**src/rtl/c17_bist_if.sv**
```systemverilog
// Bundle between the c17 BIST controller and its environment: run control,
// verdict/status, and the stimulus/response pins of the c17 under test.
interface c17_bist_if;
  logic       start;
  logic       busy;
  logic       done;
  logic       pass;
  logic [7:0] err_count;
  logic [4:0] first_fail;
  logic       N1;
  logic       N2;
  logic       N3;
  logic       N6;
  logic       N7;
  logic       N22;
  logic       N23;

  modport master (
    input  start, N22, N23,
    output busy, done, pass, err_count, first_fail, N1, N2, N3, N6, N7
  );

  modport slave (
    output start, N22, N23,
    input  busy, done, pass, err_count, first_fail, N1, N2, N3, N6, N7
  );
endinterface

```
**src/rtl/c17_bist.sv**
```systemverilog
// Exhaustive BIST for the ISCAS c17 circuit: sweeps vector indices, compares
// delayed responses against an on-chip golden model and reports a verdict.
module c17_bist #(
  parameter int unsigned LATENCY = 1,
  parameter int unsigned NUM_VEC = 32
) (
  input  logic              clk,
  input  logic              rst,
  c17_bist_if.master        bus
);

  localparam int unsigned IW = 5;
  localparam int unsigned CW = 2;
  localparam int unsigned EW = 8;

  typedef enum logic [1:0] {
    S_IDLE  = 2'd0,
    S_RUN   = 2'd1,
    S_DRAIN = 2'd2,
    S_DONE  = 2'd3
  } state_t;

  state_t         r_state;
  state_t         w_next;
  logic           w_busy_nxt;
  logic           w_done_nxt;
  logic           w_pass_ld;

  logic [IW-1:0]  r_vec;
  logic [CW-1:0]  r_drain;
  logic           r_busy;
  logic           r_done;
  logic           r_pass;
  logic [EW-1:0]  r_err;
  logic [IW-1:0]  r_ff;

  // Expected-response pipeline; depth matches the DUT round trip
  logic [LATENCY-1:0] r_pv;
  logic [1:0]         r_pe [LATENCY];
  logic [IW-1:0]      r_pi [LATENCY];

  logic           w_last;
  logic           w_drain_end;
  logic           w_n10, w_n11, w_n16, w_n19;
  logic [1:0]     w_exp;
  logic           w_miss;
  logic [EW-1:0]  w_err_nxt;

  assign w_last      = (r_vec == IW'(NUM_VEC - 1));
  assign w_drain_end = (r_drain == '0);

  // Golden c17 evaluated on the vector currently driven onto N1..N7
  assign w_n10 = ~(r_vec[4] & r_vec[2]);
  assign w_n11 = ~(r_vec[2] & r_vec[1]);
  assign w_n16 = ~(r_vec[3] & w_n11);
  assign w_n19 = ~(w_n11 & r_vec[0]);
  assign w_exp = {~(w_n10 & w_n16), ~(w_n16 & w_n19)};

  assign w_miss    = r_pv[LATENCY-1] && ({bus.N22, bus.N23} != r_pe[LATENCY-1]);
  assign w_err_nxt = (w_miss && (r_err != '1)) ? r_err + EW'(1) : r_err;

  always_ff @(posedge clk) begin
    if (rst) r_state <= S_IDLE;
    else     r_state <= w_next;
  end

  always_comb begin
    w_next     = r_state;
    w_pass_ld  = 1'b0;
    case (r_state)
      S_IDLE:  if (bus.start) w_next = S_RUN;
      S_RUN:   if (w_last) w_next = S_DRAIN;
      S_DRAIN: if (w_drain_end) begin
                 w_next    = S_DONE;
                 w_pass_ld = 1'b1;
               end
      S_DONE:  w_next = S_IDLE;
      default: w_next = S_IDLE;
    endcase
    w_busy_nxt = (w_next == S_RUN) || (w_next == S_DRAIN);
    w_done_nxt = (w_next == S_DONE);
  end

  always_ff @(posedge clk) begin
    if (rst) begin
      r_vec   <= '0;
      r_drain <= '0;
      r_busy  <= 1'b0;
      r_done  <= 1'b0;
      r_pass  <= 1'b0;
      r_err   <= '0;
      r_ff    <= '0;
      for (int k = 0; k < LATENCY; k++) begin
        r_pv[k] <= 1'b0;
        r_pe[k] <= '0;
        r_pi[k] <= '0;
      end
    end else begin
      // Only vectors presented in RUN carry valid; everything else is a bubble
      r_pv[0] <= (r_state == S_RUN);
      r_pe[0] <= w_exp;
      r_pi[0] <= r_vec;
      for (int k = 1; k < LATENCY; k++) begin
        r_pv[k] <= r_pv[k-1];
        r_pe[k] <= r_pe[k-1];
        r_pi[k] <= r_pi[k-1];
      end

      r_busy <= w_busy_nxt;
      r_done <= w_done_nxt;

      if (w_miss) begin
        r_err <= w_err_nxt;
        if (r_err == '0) r_ff <= r_pi[LATENCY-1];
      end
      // The last response is compared on the same edge that enters DONE
      if (w_pass_ld) r_pass <= (w_err_nxt == '0);

      case (r_state)
        S_IDLE: begin
          if (bus.start) begin
            r_vec  <= '0;
            r_err  <= '0;
            r_ff   <= '0;
            r_pass <= 1'b0;
          end
        end
        S_RUN: begin
          if (w_last) begin
            r_vec   <= '0;
            r_drain <= CW'(LATENCY - 1);
          end else begin
            r_vec <= r_vec + IW'(1);
          end
        end
        S_DRAIN: begin
          if (!w_drain_end) r_drain <= r_drain - CW'(1);
        end
        default: ;
      endcase
    end
  end

  assign bus.N1         = r_vec[4];
  assign bus.N2         = r_vec[3];
  assign bus.N3         = r_vec[2];
  assign bus.N6         = r_vec[1];
  assign bus.N7         = r_vec[0];
  assign bus.busy       = r_busy;
  assign bus.done       = r_done;
  assign bus.pass       = r_pass;
  assign bus.err_count  = r_err;
  assign bus.first_fail = r_ff;

endmodule

```
**src/flat_wrapper.sv**
```systemverilog
// flat-port wrapper written by rule: the top's interface ports become plain ports
module c17_bist_flat 
#(
  parameter int unsigned LATENCY = 1,
  parameter int unsigned NUM_VEC = 32
)
  (clk, rst, bus_start, bus_N22, bus_N23, bus_busy, bus_done, bus_pass, bus_err_count, bus_first_fail, bus_N1, bus_N2, bus_N3, bus_N6, bus_N7);
  c17_bist_if bus_i ();
  input  logic clk;
  input  logic rst;
  input wire logic [$bits(bus_i.start)-1:0] bus_start;
  input wire logic [$bits(bus_i.N22)-1:0] bus_N22;
  input wire logic [$bits(bus_i.N23)-1:0] bus_N23;
  output wire logic [$bits(bus_i.busy)-1:0] bus_busy;
  output wire logic [$bits(bus_i.done)-1:0] bus_done;
  output wire logic [$bits(bus_i.pass)-1:0] bus_pass;
  output wire logic [$bits(bus_i.err_count)-1:0] bus_err_count;
  output wire logic [$bits(bus_i.first_fail)-1:0] bus_first_fail;
  output wire logic [$bits(bus_i.N1)-1:0] bus_N1;
  output wire logic [$bits(bus_i.N2)-1:0] bus_N2;
  output wire logic [$bits(bus_i.N3)-1:0] bus_N3;
  output wire logic [$bits(bus_i.N6)-1:0] bus_N6;
  output wire logic [$bits(bus_i.N7)-1:0] bus_N7;
  assign bus_i.start = bus_start;
  assign bus_i.N22 = bus_N22;
  assign bus_i.N23 = bus_N23;
  assign bus_busy = bus_i.busy;
  assign bus_done = bus_i.done;
  assign bus_pass = bus_i.pass;
  assign bus_err_count = bus_i.err_count;
  assign bus_first_fail = bus_i.first_fail;
  assign bus_N1 = bus_i.N1;
  assign bus_N2 = bus_i.N2;
  assign bus_N3 = bus_i.N3;
  assign bus_N6 = bus_i.N6;
  assign bus_N7 = bus_i.N7;
  c17_bist #(.LATENCY(LATENCY), .NUM_VEC(NUM_VEC)) u_core (.clk(clk), .rst(rst), .bus(bus_i));
endmodule
```
**config.mk**
```make
export PLATFORM = sky130hd
export DESIGN_NAME = c17_bist_flat
export DESIGN_NICKNAME = d
export VERILOG_FILES = /design/src/rtl/c17_bist_if.sv /design/src/rtl/c17_bist.sv /design/src/flat_wrapper.sv
export SDC_FILE = /design/constraint.sdc
export NUM_CORES = 1
export LEC_CHECK = 0
export CAP_MARGIN = 10
export CORE_MARGIN = 2
export CORE_UTILIZATION = 40
export CTS_CLUSTER_SIZE = 8
export DETAILED_ROUTE_END_ITERATION = 7
export MAX_ROUTING_LAYER = met4
export PLACE_DENSITY_LB_ADDON = 0.25
export SYNTH_ARGS = -nofsm -noshare
export SYNTH_HDL_FRONTEND = slang
export SYNTH_SLANG_ARGS = --single-unit
```
**constraint.sdc**
```tcl
create_clock -name clk -period 2.15 [get_ports clk]
set_input_delay 0.43 -clock clk [delete_from_list [all_inputs] [get_ports clk]]
set_output_delay 0.43 -clock clk [all_outputs]
set_load 0.05 [all_outputs]
```
==> results of run 1 <==
-- power by group through the flow --
stage	Combinational, mW	Sequential, mW	Clock [mW]
after floorplan	0.0533	0.650	0
after global placement	0.0969	0.639	0
after detailed placement	0.0987	0.639	0
after CTS	0.0999	0.626	0.607
after global routing	0.109	0.626	0.633
final	0.0997	0.626	0.597
-- state kept, by name, summed over array words and instances, names as in the netlist --
name and cells:
u_core.bus.err_count 8, u_core.bus.first_fail 5, u_core.r_pi 5, u_core.r_vec 5
u_core.r_drain 2, u_core.r_pe 2, u_core.r_state 2, u_core.bus.busy 1
u_core.bus.done 1, u_core.bus.pass 1, u_core.r_pv 1
-- kinds of logic (layout without fill, tap and decap cells) --
kind of cell	after synthesis	after routing	share of synthesized area, %
fa+ha+maj	9	9	7.19
compound gates	30	30	13.0
buf+inv	16	44	5.20
flops	33	33	42.2
mux	9	9	5.92
simple gates	67	67	22.0
xor+xnor	8	8	4.48
-- metal layers --
metal  vias up  GRT usage [%]
met2        41           26.4
met4         0           8.42
li1        644              -
met1       583           18.7
met3         8           5.24
met5         -              -
-- per-stage QoR --
step           utilization (%)  instance area, sq um  setup slack (ps)  setup TNS, ps  cells
5_1_grt                   53.0                  1970              16.2              0    248
3_5_place_dp              49.7                  1850             -18.4          -50.4    240
3_3_place_gp              49.7                  1850              23.9              0    240
6_report                  53.0                  1970              69.0              0    248
4_1_cts                   52.8                  1960              24.2              0    248
2_1_floorplan                -                  1570               123              0    172
-- final cells by class --
type / count / area [sq um] / area share (%)
clock inverters: 1 / 30.0 / 1.52
well taps: 48 / 60.1 / 3.05
repair buffers: 28 / 278 / 14.1
clock buffers: 7 / 86.3 / 4.38
flip-flops and latches: 33 / 663 / 33.7
multi-input cells: 123 / 823 / 41.8
inverters: 8 / 30.0 / 1.52
-- cell usage in the layout, fill, tap and decap left out, drive strengths merged --
cell type	instances
dfxtp	33
nor2	25
clkdlybuf4s50	21
o21ai	10
ha	9
inv	8
nor2b	8
mux2i	7
clkbuf	7
and3	7
nand2b	6
xor2	6
a21oi	6
nand3	6
nand2	5
nand4	4
buf	4
o21a	3
dlymetal6s2s	3
o22ai	2
mux2	2
nor3b	2
nor3	2
xnor2	2
o22a	1
a21o	1
nor4b	1
a311oi	1
a31oi	1
a211oi	1
a41o	1
o31ai	1
o2111ai	1
nand4b	1
a22o	1
bufinv	1
-- path summary, 6_finish.rpt --
check,endpoint,slack [ps],depth (start not counted)
worst min-delay path,u_core.bus.first_fail[4]$_SDFF_PP0_,470,2
worst min register to register,u_core.bus.first_fail[4]$_SDFF_PP0_,470,2
worst max-delay path,bus_err_count[0],70,1
worst max register to register,u_core.bus.busy$_SDFF_PP0_,220,9
-- what timing repair did --
item                                    4_1_cts  5_1_grt
endpoints found under the setup margin        0        4
resized for setup                             0        4
hold buffers                                  0        0
==> results.yml, run 1 <==
outcome:
  status: "finished clean"
sta:
  worst_pin_slew_ps: 504
  rsz0062_at_grt: "false"
  hold_ws_ps: 466
  drv_slew: 0
  skew_ps: 6.96
  clock.fmax_ghz: 0.481
  period_share_pct: 96.8
  finalHoldViolCount: 0
  setup_viol: 0
  relSlewSlack_pct: 66.3
  period_needed_ps: 2080
power_and_ir_drop:
  finalPower_mw: 1.32
  p_per_area_nw_per_um2: 671
  cellLeakagePower_nw: 0.811
  p_clk_share_pct: 45.1
  combPwrFrac_pct: 7.5
  power_switching_mw: 0.284
  ir_drop_mv: 0.534
  p_int_mw: 1.04
  power.switching_fraction_pct: 21.5
  pwr-share-seq_pct: 47.3
worst_setup_path:
  endpoint_kind: "output pin"
  path_buf_inv: 1
  cp-start-kind: "flip-flop"
  criticalPathCategory: "flip-flop to output pin"
  required_ps: 1720
  crit_path_start: "u_core.bus.err_count[0]$_SDFF_PP0_"
  arrival_ps: 1650
  slowest_stage: "clkdlybuf4s50_1"
  rr_startpoint: "u_core.r_vec[0]$_SDFFE_PP0P_"
  crit_family: "buffers and inverters"
  critical_path.cell_chain: "clkdlybuf4s50_1"
  path_max_fanout: 8
  max_stage_delay_ps: 870
placement:
  dp_hpwl_mm: 2.35
  gp_congestion: 0.854
  port_buffers: 25
logic_synthesis:
  yosysTopAreaCellShare_pct: 42.2
  synth_most_common_cell: "dfxtp_1"
  syn_nets: 186
  synth_area_leader_cell: "dfxtp_1"
  synth_area_sq_um: 1570
  seq_area_frac_synth_pct: 42.2
  yosys_warnings: 0
  yosysUniqueCellTypes: 37
  avgSynthCellArea_sq_um: 9.10
  synth.area.top_cells: "dfxtp_1 42%, ha_1 7.2%, nor2_1 6.0%"
  ys.flop_type: "dfxtp_1"
  async_reset_ff_share_pct: 0
  synth_cells: 172
  synth_edf_count: 0
  synthTopCellsByCount: "33 x dfxtp_1, 25 x nor2_1, 9 x ha_1, 9 x o21ai_0"
  ys_ff_latch: 33
detailed_routing:
  remaining_drc_errors: 0
  viasPerCell: 5.15
  met1_length_mm: 1.47
  vias: 1276
  wirelength_mm: 3.27
  wire_per_inst_um: 13.2
  route.met2.wl_mm: 1.53
  first_iter_violations: 88
  wl_met3_um: 202
  top_layer_used: "met4"
  first_pass_iters: 4
  ant_nets: 0
floorplan:
  die_h_um: 66.6
  io_pins: 26
  fp.coreArea_sq_um: 3720
  dieWidth_um: 66.6
  num_rows: 22
  die-area_sq_um: 4430
  start_util_pct: 42.1
global_routing:
  grt_pass1_wl_mm: 5.27
  grtUsageTotal_pct: 16.6
  overflow: 0
  grt_max_degree: 11
  grt_antenna_before_repair: 0
  grt_pass1_vias: 1170
hold_path:
  min_from: "u_core.r_pi[0][4]$_SDFF_PP0_"
  worstHoldPathType: "flip-flop to flip-flop"
flow_run:
  drv_cap: 0
clocking:
  clock-sinks: 33
  clk_path_buf_depth: 2
  clockRootBuffer: "clkbuf_8"
  post_cts_buffers: 0
  clkLatencyLatePin_ps: 290
  path_clk_slew_ps: 70
  htree_levels: 2
  cts_made_buffers: 5
  cts_tree: "yes"
cells_and_area:
  diodes: 0
  syn_to_final_growth_pct: 25.9
  drive_above_1_share_pct: 9.00
  fillers: 363
  nets: 213
Note: power is estimated with default switching activity, not from simulation.
==> run 2, diff against run 1 <==
--- a/config.mk
+++ b/config.mk
@@ -5,9 +5,10 @@
 export SDC_FILE = /design/constraint.sdc
 export NUM_CORES = 1
 export LEC_CHECK = 0
+export ABC_AREA = 1
 export CAP_MARGIN = 10
 export CORE_MARGIN = 2
-export CORE_UTILIZATION = 40
+export CORE_UTILIZATION = 52
 export CTS_CLUSTER_SIZE = 8
 export DETAILED_ROUTE_END_ITERATION = 7
 export MAX_ROUTING_LAYER = met4
==> run 2 against run 1 <==
Compared with the run above:
- via count rose by 13%
- highest routed layer unchanged
- design area fell by 0.32%
- largest cell class unchanged
- core utilization rose by 13 points
- synthesized area rose by 1.8%
- clock power fell by 19%
- non-clock buffer count fell by 1
==> results.yml, run 2 <==
logic_synthesis:
  async_reset_ff_share_pct: 0
  synth_area_sq_um: 1590
  yosys_warnings: 0
  synthTopCellsByCount: "46 x nand2_1, 35 x inv_1, 33 x dfxtp_1, 33 x nor2_1, 10 x nand3_1"
  seq_area_frac_synth_pct: 41.5
  yosysTopAreaCellShare_pct: 41.5
  avgSynthCellArea_sq_um: 7.17
  ys_ff_latch: 33
  synth_edf_count: 0
  ys.flop_type: "dfxtp_1"
  synth_most_common_cell: "nand2_1"
  syn_nets: 236
  synth.area.top_cells: "dfxtp_1 41%, nand2_1 11%, inv_1 8.2%"
  synth_cells: 222
  synth_area_leader_cell: "dfxtp_1"
  yosysUniqueCellTypes: 28
power_and_ir_drop:
  ir_drop_mv: 0.686
  power.switching_fraction_pct: 25.5
  pwr-share-seq_pct: 49.7
  finalPower_mw: 1.29
  power_switching_mw: 0.331
  cellLeakagePower_nw: 0.879
  p_int_mw: 0.964
  p_per_area_nw_per_um2: 659
  p_clk_share_pct: 37.5
  combPwrFrac_pct: 12.8
clocking:
  cts_tree: "yes"
  htree_levels: 2
  clock-sinks: 33
  clockRootBuffer: "clkbuf_4"
  clk_path_buf_depth: 2
  clkLatencyLatePin_ps: 340
  cts_made_buffers: 5
  path_clk_slew_ps: 100
cells_and_area:
  diodes: 0
  area.sequential_sq_um: 661
  syn_to_final_growth_pct: 23.3
  layout_common_cells: "46 x nand2_1, 35 x inv_1, 33 x nor2_1, 33 x dfxtp_1, 22 x clkdlybuf4s50_1"
  nets: 266
  largest_reg_flops: 8
  layout_commonest_cell: "nand2_1"
  fillers: 260
  final_core_util_pct: 66.0
  drive_above_1_share_pct: 7.91
  multiInputGateArea_sq_um: 766
detailed_routing:
  wirelength_mm: 3.25
  first_iter_violations: 47
  vias: 1443
  remaining_drc_errors: 0
  viasPerCell: 5.05
  ant_nets: 0
  wire_per_inst_um: 11.4
  first_pass_iters: 4
sta:
  rsz0062_at_grt: "false"
  clock.fmax_ghz: 0.479
  worst_pin_slew_ps: 503
  fin_tns_setup_ps: 0
  relSlewSlack_pct: 66.4
  setup_viol: 0
  period_share_pct: 97.1
  hold_ws_ps: 465
  skew_ps: 13.2
  period_needed_ps: 2090
  drv_slew: 0
  finalHoldViolCount: 0
worst_setup_path:
  endpoint_kind: "output pin"
  r2r_slack_ps: 270
  max_stage_delay_ps: 850
  crit_family: "buffers and inverters"
  r2r_cells: 10
  path_buf_inv: 1
  cp-start-kind: "flip-flop"
  arrival_ps: 1660
  rr_startpoint: "u_core.r_vec[1]$_SDFFE_PP0P_"
  critical_path.cell_chain: "clkdlybuf4s50_1"
  criticalPathCategory: "flip-flop to output pin"
  reg2reg_to: "u_core.bus.busy$_SDFF_PP0_"
  required_ps: 1720
  cp.depth: 1
  slowest_stage: "clkdlybuf4s50_1"
  path_max_fanout: 7
hold_path:
  min_from: "u_core.bus.first_fail[4]$_SDFF_PP0_"
  worstHoldPathType: "flip-flop to flip-flop"
  holdPathStages: 2
  hold_end: "u_core.bus.first_fail[4]$_SDFF_PP0_"
placement:
  dp_hpwl_mm: 2.34
  gp_congestion: 0.919
  port_buffers: 25
floorplan:
  dieWidth_um: 59.3
  die-area_sq_um: 3520
  start_util_pct: 53.5
  die_h_um: 59.3
  num_rows: 20
  fp.coreArea_sq_um: 2980
  io_pins: 26
flow_run:
  drv_cap: 0
global_routing:
  grtUsageTotal_pct: 21.4
  grt_max_degree: 15
  grt_pass1_vias: 1232
  overflow: 0
  grt_pass1_wl_mm: 5.32
  grt_antenna_before_repair: 0
outcome:
  status: "finished clean"
==> run 2: what timing repair did <==
item / 4_1_cts / 5_1_grt
buffers inserted: 0 / 0
hold buffers: 0 / 0
gates resized for setup: 0 / 3
setup endpoints to repair: 0 / 3
==> run 2: worst reg2reg max path, cell delays in order, from the launching register on <==
cell and delay (ps):
dfxtp_1 400, ha_1 190, inv_1 60, nor3_1 140, ha_1 200, nor2_1 80, o21ai_0 250, nand2_1 90
ha_1 290, inv_1 50, nor2_1 30
==> run 2: per-layer routing <==
| layer | vias to the layer above | routed length (um) | track usage [%] |
|---|---|---|---|
| li1 | 768 | - | - |
| met1 | 638 | 1500 | 24.6 |
| met2 | 31 | 1560 | 34.2 |
| met3 | 6 | 124 | 5.90 |
| met4 | 0 | 69 | 10.4 |
| met5 | - | 0 | - |
==> run 2: final cells by class <==
type,count,share of cell area [%]
tap,33,2.10
sequential,33,33.6
inverter,37,7.07
clock inverter,1,1.53
multi-input combinational,148,39.0
timing repair buffer,27,13.9
clock buffer,7,2.80
==> run 2: worst max-delay path by stage <==
stage	endpoint	slack, ps	startpoint
after floorplan	u_core.bus.busy$_SDFF_PP0_	110	u_core.r_vec[1]$_SDFFE_PP0P_
after CTS	bus_err_count[4]	20	u_core.bus.err_count[4]$_SDFF_PP0_
after global placement	u_core.bus.pass$_SDFF_PP0_	200	bus_N22
final	bus_err_count[5]	60	u_core.bus.err_count[5]$_SDFF_PP0_
after global routing	bus_err_count[5]	2	u_core.bus.err_count[5]$_SDFF_PP0_
after detailed placement	u_core.bus.pass$_SDFF_PP0_	150	bus_N22
==> run 2: cells by family (layout without fill, tap and decap cells) <==
| family | count (synthesis) | in the layout | share of synthesized area [%] |
|---|---|---|---|
| and+or+nand+nor | 110 | 110 | 29.9 |
| buffers and inverters | 41 | 72 | 10.4 |
| DFF | 33 | 33 | 41.5 |
| AOI/OAI and AO/OA | 27 | 27 | 10.1 |
| adders and majority gates | 9 | 9 | 7.07 |
| xor gates and xnor gates | 2 | 2 | 1.10 |
==> run 2: power by group through the flow <==
stage,sequential [mW],combinational [mW],clock [mW]
after floorplan,0.688,0.0873,0
final,0.643,0.166,0.486
after global routing,0.646,0.183,0.524
after global placement,0.657,0.163,0
after detailed placement,0.657,0.165,0
after CTS,0.643,0.166,0.497
==> run 2: metrics by stage <==
step	area [sq um]	worst slack, ps	std cells
2_1_floorplan	1590	110	222
3_3_place_gp	1870	198	278
3_5_place_dp	1870	146	278
4_1_cts	1960	24.3	286
5_1_grt	1960	2.09	286
6_report	1960	62.8	286
